File: src/rtl/ysyx_23060208_ifu_prefetch_if.sv
// Fetch-side bundle: EXU redirect, isram AR/R read channel and the IFU->IDU instruction queue head.
// master = fetch unit, slave = surrounding environment (EXU, isram, IDU).
interface ysyx_23060208_ifu_prefetch_if #(
    parameter int unsigned DATA_WIDTH = 32,
    parameter int unsigned ADDR_WIDTH = 32,
    parameter int unsigned FIFO_DEPTH = 4
);
    localparam int unsigned CNT_W = $clog2(FIFO_DEPTH) + 1;

    logic                  redirect_valid;
    logic [ADDR_WIDTH-1:0] redirect_pc;

    logic [ADDR_WIDTH-1:0] isram_araddr;
    logic                  isram_arvalid;
    logic                  isram_arready;
    logic [DATA_WIDTH-1:0] isram_rdata;
    logic                  isram_rvalid;
    logic [1:0]            isram_rresp;
    logic                  isram_rready;

    logic                  ifu_to_idu_valid;
    logic [ADDR_WIDTH-1:0] ifu_to_idu_pc;
    logic [DATA_WIDTH-1:0] ifu_to_idu_inst;
    logic                  ifu_to_idu_err;
    logic                  idu_allowin;
    logic [CNT_W-1:0]      fifo_count;

    modport master (
        input  redirect_valid, redirect_pc,
        input  isram_arready, isram_rdata, isram_rvalid, isram_rresp,
        input  idu_allowin,
        output isram_araddr, isram_arvalid, isram_rready,
        output ifu_to_idu_valid, ifu_to_idu_pc, ifu_to_idu_inst, ifu_to_idu_err, fifo_count
    );

    modport slave (
        output redirect_valid, redirect_pc,
        output isram_arready, isram_rdata, isram_rvalid, isram_rresp,
        output idu_allowin,
        input  isram_araddr, isram_arvalid, isram_rready,
        input  ifu_to_idu_valid, ifu_to_idu_pc, ifu_to_idu_inst, ifu_to_idu_err, fifo_count
    );
endinterface

File: src/rtl/ysyx_23060208_ifu_prefetch.sv
// Sequential instruction prefetcher: keeps up to MAX_OUTSTANDING isram reads in flight and
// buffers returned instructions with their PC in a FIFO_DEPTH-entry queue for IDU.
module ysyx_23060208_ifu_prefetch #(
    parameter int unsigned           DATA_WIDTH      = 32,
    parameter int unsigned           ADDR_WIDTH      = 32,
    parameter logic [ADDR_WIDTH-1:0] RESET_PC        = 32'h8000_0000,
    parameter int unsigned           FIFO_DEPTH      = 4,
    parameter int unsigned           MAX_OUTSTANDING = 2
) (
    input logic                          clk,
    input logic                          rst,
    ysyx_23060208_ifu_prefetch_if.master bus
);
    localparam int unsigned PTR_W = $clog2(FIFO_DEPTH);
    localparam int unsigned CNT_W = PTR_W + 1;
    localparam int unsigned SUM_W = CNT_W + 1;
    localparam logic [SUM_W-1:0]      DEPTH_S   = SUM_W'(FIFO_DEPTH);
    localparam logic [CNT_W-1:0]      MAX_OUT_C = CNT_W'(MAX_OUTSTANDING);
    localparam logic [ADDR_WIDTH-1:0] PC_STEP   = ADDR_WIDTH'(4);

    logic                  arvalid_q, arvalid_d;
    logic [ADDR_WIDTH-1:0] araddr_q, araddr_d;
    logic [ADDR_WIDTH-1:0] fetch_pc_q, fetch_pc_d;
    logic [ADDR_WIDTH-1:0] resp_pc_q, resp_pc_d;
    logic                  rready_q;
    logic                  stale_ar_q, stale_ar_d;
    logic [CNT_W-1:0]      outstanding_q, outstanding_d;
    logic [CNT_W-1:0]      discard_q, discard_d;
    logic [CNT_W-1:0]      count_q, count_d;
    logic [PTR_W-1:0]      rd_ptr_q, rd_ptr_d;
    logic [PTR_W-1:0]      wr_ptr_q, wr_ptr_d;

    logic [ADDR_WIDTH-1:0] pc_mem   [FIFO_DEPTH];
    logic [DATA_WIDTH-1:0] inst_mem [FIFO_DEPTH];
    logic                  err_mem  [FIFO_DEPTH];

    logic                  ar_hs, r_hs, push, pop, issue, redirect;
    logic [CNT_W-1:0]      out_issue;
    logic [SUM_W-1:0]      occ_issue;

    always_comb begin
        redirect  = bus.redirect_valid;
        ar_hs     = arvalid_q & bus.isram_arready;
        r_hs      = bus.isram_rvalid & rready_q;
        push      = r_hs & ~redirect & (discard_q == '0);
        pop       = (count_q != '0) & bus.idu_allowin & ~redirect;
        // Space is reserved at issue: in-flight reads plus queued entries never exceed the queue.
        out_issue = outstanding_q + CNT_W'(ar_hs);
        occ_issue = SUM_W'(out_issue) + SUM_W'(count_q);
        issue     = (~arvalid_q | ar_hs) & ~redirect &
                    (out_issue < MAX_OUT_C) & (occ_issue < DEPTH_S);

        outstanding_d = out_issue - CNT_W'(r_hs);
        fetch_pc_d    = fetch_pc_q;
        resp_pc_d     = resp_pc_q;
        discard_d     = discard_q;
        stale_ar_d    = stale_ar_q;
        count_d       = count_q;
        rd_ptr_d      = rd_ptr_q;
        wr_ptr_d      = wr_ptr_q;

        if (ar_hs) begin
            stale_ar_d = 1'b0;
            // A request that was pending across a redirect must not advance the new stream.
            if (!stale_ar_q) begin
                fetch_pc_d = fetch_pc_q + PC_STEP;
            end
        end

        if (redirect) begin
            fetch_pc_d = bus.redirect_pc;
            resp_pc_d  = bus.redirect_pc;
            // Everything still in flight is stale, including a request not yet accepted.
            discard_d  = outstanding_d + CNT_W'(arvalid_q & ~ar_hs);
            stale_ar_d = arvalid_q & ~ar_hs;
            count_d    = '0;
            rd_ptr_d   = '0;
            wr_ptr_d   = '0;
        end else begin
            if (r_hs && (discard_q != '0)) begin
                discard_d = discard_q - CNT_W'(1);
            end
            if (push) begin
                resp_pc_d = resp_pc_q + PC_STEP;
                wr_ptr_d  = wr_ptr_q + PTR_W'(1);
            end
            if (pop) begin
                rd_ptr_d = rd_ptr_q + PTR_W'(1);
            end
            count_d = count_q + CNT_W'(push) - CNT_W'(pop);
        end

        arvalid_d = arvalid_q;
        araddr_d  = araddr_q;
        if (issue) begin
            arvalid_d = 1'b1;
            araddr_d  = fetch_pc_d;
        end else if (ar_hs) begin
            arvalid_d = 1'b0;
        end
    end

    always_ff @(posedge clk or posedge rst) begin
        if (rst) begin
            arvalid_q     <= 1'b0;
            araddr_q      <= RESET_PC;
            fetch_pc_q    <= RESET_PC;
            resp_pc_q     <= RESET_PC;
            rready_q      <= 1'b0;
            stale_ar_q    <= 1'b0;
            outstanding_q <= '0;
            discard_q     <= '0;
            count_q       <= '0;
            rd_ptr_q      <= '0;
            wr_ptr_q      <= '0;
        end else begin
            arvalid_q     <= arvalid_d;
            araddr_q      <= araddr_d;
            fetch_pc_q    <= fetch_pc_d;
            resp_pc_q     <= resp_pc_d;
            rready_q      <= 1'b1;
            stale_ar_q    <= stale_ar_d;
            outstanding_q <= outstanding_d;
            discard_q     <= discard_d;
            count_q       <= count_d;
            rd_ptr_q      <= rd_ptr_d;
            wr_ptr_q      <= wr_ptr_d;
        end
    end

    always_ff @(posedge clk) begin
        if (push) begin
            pc_mem[wr_ptr_q]   <= resp_pc_q;
            inst_mem[wr_ptr_q] <= bus.isram_rdata;
            err_mem[wr_ptr_q]  <= bus.isram_rresp != 2'b00;
        end
    end

    assign bus.isram_arvalid    = arvalid_q;
    assign bus.isram_araddr     = araddr_q;
    assign bus.isram_rready     = rready_q;
    assign bus.fifo_count       = count_q;
    assign bus.ifu_to_idu_valid = count_q != '0;
    // Head fields read as zero while empty so stale entries never leak out.
    assign bus.ifu_to_idu_pc    = (count_q != '0) ? pc_mem[rd_ptr_q] : '0;
    assign bus.ifu_to_idu_inst  = (count_q != '0) ? inst_mem[rd_ptr_q] : '0;
    assign bus.ifu_to_idu_err   = (count_q != '0) ? err_mem[rd_ptr_q] : 1'b0;
endmodule

File: src/flat_wrapper.sv
// flat-port wrapper written by rule: the top's interface ports become plain ports
module ysyx_23060208_ifu_prefetch_flat 
#(
    parameter int unsigned           DATA_WIDTH      = 32,
    parameter int unsigned           ADDR_WIDTH      = 32,
    parameter logic [ADDR_WIDTH-1:0] RESET_PC        = 32'h8000_0000,
    parameter int unsigned           FIFO_DEPTH      = 4,
    parameter int unsigned           MAX_OUTSTANDING = 2
)
  (clk, rst, bus_redirect_valid, bus_redirect_pc, bus_isram_arready, bus_isram_rdata, bus_isram_rvalid, bus_isram_rresp, bus_idu_allowin, bus_isram_araddr, bus_isram_arvalid, bus_isram_rready, bus_ifu_to_idu_valid, bus_ifu_to_idu_pc, bus_ifu_to_idu_inst, bus_ifu_to_idu_err, bus_fifo_count);
  ysyx_23060208_ifu_prefetch_if #(.DATA_WIDTH(DATA_WIDTH), .ADDR_WIDTH(ADDR_WIDTH), .FIFO_DEPTH(FIFO_DEPTH)) bus_i ();
  input logic clk;
  input logic rst;
  input wire logic [$bits(bus_i.redirect_valid)-1:0] bus_redirect_valid;
  input wire logic [$bits(bus_i.redirect_pc)-1:0] bus_redirect_pc;
  input wire logic [$bits(bus_i.isram_arready)-1:0] bus_isram_arready;
  input wire logic [$bits(bus_i.isram_rdata)-1:0] bus_isram_rdata;
  input wire logic [$bits(bus_i.isram_rvalid)-1:0] bus_isram_rvalid;
  input wire logic [$bits(bus_i.isram_rresp)-1:0] bus_isram_rresp;
  input wire logic [$bits(bus_i.idu_allowin)-1:0] bus_idu_allowin;
  output wire logic [$bits(bus_i.isram_araddr)-1:0] bus_isram_araddr;
  output wire logic [$bits(bus_i.isram_arvalid)-1:0] bus_isram_arvalid;
  output wire logic [$bits(bus_i.isram_rready)-1:0] bus_isram_rready;
  output wire logic [$bits(bus_i.ifu_to_idu_valid)-1:0] bus_ifu_to_idu_valid;
  output wire logic [$bits(bus_i.ifu_to_idu_pc)-1:0] bus_ifu_to_idu_pc;
  output wire logic [$bits(bus_i.ifu_to_idu_inst)-1:0] bus_ifu_to_idu_inst;
  output wire logic [$bits(bus_i.ifu_to_idu_err)-1:0] bus_ifu_to_idu_err;
  output wire logic [$bits(bus_i.fifo_count)-1:0] bus_fifo_count;
  assign bus_i.redirect_valid = bus_redirect_valid;
  assign bus_i.redirect_pc = bus_redirect_pc;
  assign bus_i.isram_arready = bus_isram_arready;
  assign bus_i.isram_rdata = bus_isram_rdata;
  assign bus_i.isram_rvalid = bus_isram_rvalid;
  assign bus_i.isram_rresp = bus_isram_rresp;
  assign bus_i.idu_allowin = bus_idu_allowin;
  assign bus_isram_araddr = bus_i.isram_araddr;
  assign bus_isram_arvalid = bus_i.isram_arvalid;
  assign bus_isram_rready = bus_i.isram_rready;
  assign bus_ifu_to_idu_valid = bus_i.ifu_to_idu_valid;
  assign bus_ifu_to_idu_pc = bus_i.ifu_to_idu_pc;
  assign bus_ifu_to_idu_inst = bus_i.ifu_to_idu_inst;
  assign bus_ifu_to_idu_err = bus_i.ifu_to_idu_err;
  assign bus_fifo_count = bus_i.fifo_count;
  ysyx_23060208_ifu_prefetch #(.DATA_WIDTH(DATA_WIDTH), .ADDR_WIDTH(ADDR_WIDTH), .RESET_PC(RESET_PC), .FIFO_DEPTH(FIFO_DEPTH), .MAX_OUTSTANDING(MAX_OUTSTANDING)) u_core (.clk(clk), .rst(rst), .bus(bus_i));
endmodule
File: config.mk
export PLATFORM = sky130hd
export DESIGN_NAME = ysyx_23060208_ifu_prefetch_flat
export DESIGN_NICKNAME = d
export VERILOG_FILES = /design/src/rtl/ysyx_23060208_ifu_prefetch_if.sv /design/src/rtl/ysyx_23060208_ifu_prefetch.sv /design/src/flat_wrapper.sv
export SDC_FILE = /design/constraint.sdc
export NUM_CORES = 1
export LEC_CHECK = 0
export ABC_AREA = 1
export CAP_MARGIN = 20
export CORE_MARGIN = 2
export CORE_UTILIZATION = 61
export CTS_CLUSTER_DIAMETER = 150
export DETAILED_ROUTE_END_ITERATION = 6
export GPL_ROUTABILITY_DRIVEN = 0
export PLACE_DENSITY_LB_ADDON = 0.1
export RECOVER_POWER = 50
export SLEW_MARGIN = 20
export SYNTH_ARGS = -nofsm -noshare
export SYNTH_HDL_FRONTEND = slang
export SYNTH_SLANG_ARGS = --single-unit
export TNS_END_PERCENT = 1
File: constraint.sdc
create_clock -name clk -period 7.95 [get_ports clk]
set_input_delay 0.795 -clock clk [delete_from_list [all_inputs] [get_ports clk]]
set_output_delay 0.795 -clock clk [all_outputs]
set_load 0.01 [all_outputs]
==> flow_metrics.py <==
metrics = {
    "run_status": {
        "status": "complete, but fails checks",
        "failed_checks": "capacitance limit, slew limit",
    },
    "sta": {
        "fin_crit_sh_pct": 56.8,
        "setup_violations": 0,
        "slew_violations": 153,
        "tightest_slew_ns": 2.60,
        "fin_setup_tns_ns": 0,
        "slew_headroom_pct": -73.4,
        "hold_viol": 0,
        "grt_setup_unrepaired": "no",
        "max_freq_ghz": 0.222,
        "finClkSkew_ns": 0.0119,
        "period_minus_slack_ns": 4.51,
        "fin_ws_ns": 3.44,
    },
    "layout": {
        "regArea_um2": 10600,
        "final_nets": 1933,
        "multi_input_area_um2": 5210,
        "area_growth_pct": 19.1,
        "final_util_pct": 73.6,
        "layout-drive-gt1-share_pct": 5.61,
        "n_antenna_cell": 0,
        "n_fill_cell": 1892,
    },
    "grt": {
        "antenna_found_initial": 0,
        "grt.total_usage_pct": 27.6,
        "grt_max_degree": 97,
        "grt_pass1_wl_um": 62100,
        "first_global_vias": 12200,
        "overflow": 0,
    },
    "cts": {
        "clockBufferDepth": 3,
        "cts_tree": "built",
        "htreeDepth": 2,
        "holdBufCountCts": 0,
        "cts_buffers": 38,
        "post_cts.repair.setup_buffers": 0,
        "cts_root_buf": "clkbuf_16",
        "insertion_delay_ns": 0.53,
        "path_clk_slew_ns": 0.06,
        "cts.sinks": 372,
        "post_cts_resized": 0,
    },
    "synthesis": {
        "async_flop_share_pct": 30.1,
        "syn-cell-area_um2": 16600,
        "syn-num-nets": 1782,
        "synth-edff-count": 260,
        "ys_ff_latch": 372,
        "postSynthCellCount": 1691,
        "yosys.cell_types.count": 43,
        "ys.warnings.count": 0,
        "synth_flop_cell": "edfxtp_1",
        "synth-seq-area-share_pct": 64.1,
        "syn_area_per_cell_um2": 9.80,
    },
    "place": {
        "pre_cts_ws_ns": 3.78,
        "dp_hpwl_um": 23700,
        "port_buffers": 174,
    },
    "setup_path": {
        "r2r_cells": 9,
        "path_cells": "buf_2 -> clkbuf_1 -> inv_1 -> clkbuf_1 -> o21ai_0 -> o21ai_0 -> nand2_1 -> nand2_1",
        "arrival_ns": 4.98,
        "critPathCaptureType": "register",
        "crit_fanout": 57,
        "r2r-end": "u_core.pc_mem[3][4]$_DFFE_PP_",
        "path_buf_inv": 4,
        "slowest_stage": "clkbuf_1",
        "cp.required_ns": 8.42,
        "startpoint_type": "input pin",
        "cp_top_family": "buffers and inverters",
        "crit_type": "input pin to register",
        "rrSetupSlack_ns": 4.25,
        "cpPeakStageDelay_ns": 1.87,
        "r2r-start": "u_core.discard_q[0]$_DFFE_PP0P_",
    },
    "pwr": {
        "pwr-share-clk_pct": 30.2,
        "total_power_uw": 5730,
        "powerDensity_nw_per_um2": 291,
        "netSwitchingPower_uw": 1810,
        "p_comb_share_pct": 27.2,
        "ir_drop_uv": 183,
        "seqPwrFrac_pct": 42.6,
        "sw_frac_of_total_pct": 31.6,
        "leakagePower_uw": 0.00775,
        "internal_power_uw": 3920,
    },
    "floorplanning": {
        "dieArea_um2": 28500,
        "die_h_um": 169,
        "initial_core_util_pct": 61.8,
        "die_width_um": 169,
        "num_rows": 60,
        "ioPinCount": 175,
        "core_um2": 26800,
    },
    "hold_path": {
        "worstHoldPathType": "register to register",
        "hold_depth": 2,
        "hold_path.startpoint": "u_core.bus.isram_araddr[31]$_DFFE_PP1P_",
        "holdPathEnd": "u_core.bus.isram_araddr[31]$_DFFE_PP1P_",
    },
    "route": {
        "post_drt_wl_per_cell_um": 17.7,
        "detailroute.via_count": 12500,
        "drt_iter0_drc": 1171,
        "via_per_inst": 5.65,
        "drc": 0,
        "wl_um": 39100,
        "first_pass_iters": 5,
        "final_antenna_net_count": 0,
    },
    "job": {
        "max_cap_viol_count": 3,
    },
}
## how the worst max path moves through the flow
stage	cells after the start	start	to	slack [ns]
6_report	8	bus_redirect_valid	u_core.bus.isram_araddr[2]$_DFFE_PP0P_	3.44
5_1_grt	8	bus_redirect_valid	u_core.bus.isram_araddr[2]$_DFFE_PP0P_	2.90
4_1_cts	5	u_core.rd_ptr_q[0]$_DFFE_PP0P_	bus_ifu_to_idu_inst[29]	3.48
3_5_place_dp	13	bus_isram_arready	u_core.bus.isram_araddr[6]$_DFFE_PP0P_	3.78
3_3_place_gp	12	bus_isram_arready	u_core.bus.isram_araddr[14]$_DFFE_PP0P_	3.89
2_1_floorplan	6	bus_isram_rvalid	u_core.err_mem[0]$_DFFE_PP_	3.29
## cell usage in the layout, fill, tap and decap left out, types with 2 or more instances in the layout
cell,netlist,layout
dfrtp_1,109,107
nand3b_1,7,7
o21bai_1,3,3
inv_1,107,105
nand2_1,320,321
clkbuf_16,0,41
nor3_1,11,11
o21ai_1,16,15
a21oi_1,90,90
ha_1,18,18
nand2_2,7,6
inv_2,3,3
nor2_1,367,363
xnor2_1,3,3
clkinv_4,0,2
clkdlybuf4s50_1,0,111
nand3_1,80,80
xor2_1,7,7
clkinv_8,0,2
o21ai_0,139,143
dlygate4sd3_1,0,62
nand4_1,9,9
or2_2,2,2
edfxtp_1,260,260
nor2_2,5,5
buf_4,5,10
nor2_4,7,11
nor3_2,2,2
a31oi_1,20,20
o211ai_1,5,5
clkinv_2,0,8
clkbuf_1,31,9
clkinv_1,1,7
clkbuf_8,0,2
dfstp_2,3,2
## through the flow
| stage | hold WS (ns) | area, µm² | cells |
|---|---|---|---|
| 6_report | 0.468 | 19700 | 2213 |
| 5_1_grt | 0.481 | 19700 | 2213 |
| 4_1_cts | 0.469 | 19800 | 2213 |
| 3_5_place_dp | 0.459 | 18500 | 2143 |
| 3_3_place_gp | 0.457 | 18500 | 2143 |
| 2_1_floorplan | 0.437 | 16600 | 1691 |
## synthesized netlist by cell type, types with 2 or more instances
library cell	count	share of area [%]
buf_4	5	0.23
dfstp_2	3	0.48
nand4_1	9	0.34
o21bai_1	3	0.14
dfrtp_1	109	16
buf_1	6	0.14
edfxtp_1	260	47
nand3b_1	7	0.32
inv_2	3	0.068
o211ai_1	5	0.23
nor2_4	7	0.48
or2_2	2	0.076
a21oi_1	90	2.7
xnor2_1	3	0.16
buf_2	33	1.0
nand3_1	80	2.4
o21ai_0	139	4.2
nor2_1	367	8.3
a31oi_1	20	0.76
clkbuf_1	31	0.70
ha_1	18	1.4
nor3_2	2	0.12
inv_1	107	2.4
nor3_1	11	0.33
nand2_2	7	0.26
o21ai_1	16	0.48
o21ai_2	3	0.16
nor2_2	5	0.19
nand2_1	320	7.3
xor2_1	7	0.37
## per-layer routing
metal	track usage, %	vias up	share of wire [%]
li1	-	5971	-
met1	36.4	5961	41
met2	47.3	498	49
met3	4.02	79	6.6
met4	10.0	0	3.0
met5	0	-	0
## registers in the layout, indices dropped and copies added (netlist names)
name	cells
u_core.bus.fifo_count	3
u_core.bus.isram_araddr	32
u_core.bus.isram_arvalid	1
u_core.bus.isram_rready	1
u_core.discard_q	3
u_core.err_mem	4
u_core.fetch_pc_q	32
u_core.inst_mem	128
u_core.outstanding_q	3
u_core.pc_mem	128
u_core.rd_ptr_q	2
u_core.resp_pc_q	32
u_core.stale_ar_q	1
u_core.wr_ptr_q	2
## kinds of logic (layout without fill, tap and decap cells)
kind of cell,after synthesis,count (layout),share of synthesized area [%]
buffers and inverters,186,367,4.58
and+or+nand+nor,823,823,20.4
adders and majority gates,19,19,1.48
xor gates and xnor gates,10,10,0.529
AOI/OAI and AO/OA,280,280,8.88
other,1,1,0.0226
DFF,372,372,64.1
## final cells by class
type,instances,area share (%)
well taps,341,2.16
repair buffers,186,9.22
clock inverters,19,0.736
clock buffers,51,5.51
inverters,111,2.13
multi-input cells,1133,26.4
flip-flops and latches,372,53.8
## worst register-to-register path, delay by kind of cell (launching register included)
| family | cells | cell delay [ns] |
|---|---|---|
| and+or+nand+nor | 4 | 1.55 |
| buffers and inverters | 4 | 1.23 |
| DFF | 1 | 0.39 |
| adders and majority gates | 1 | 0.15 |
## power by group through the flow
stage | clock network (µW) | registers (µW) | logic [µW]
2_1_floorplan | 0 | 2450 | 869
3_3_place_gp | 0 | 2480 | 1550
3_5_place_dp | 0 | 2480 | 1580
4_1_cts | 1750 | 2440 | 1590
5_1_grt | 1830 | 2460 | 1730
6_report | 1730 | 2440 | 1560
Note: power is estimated with default switching activity, not from simulation.
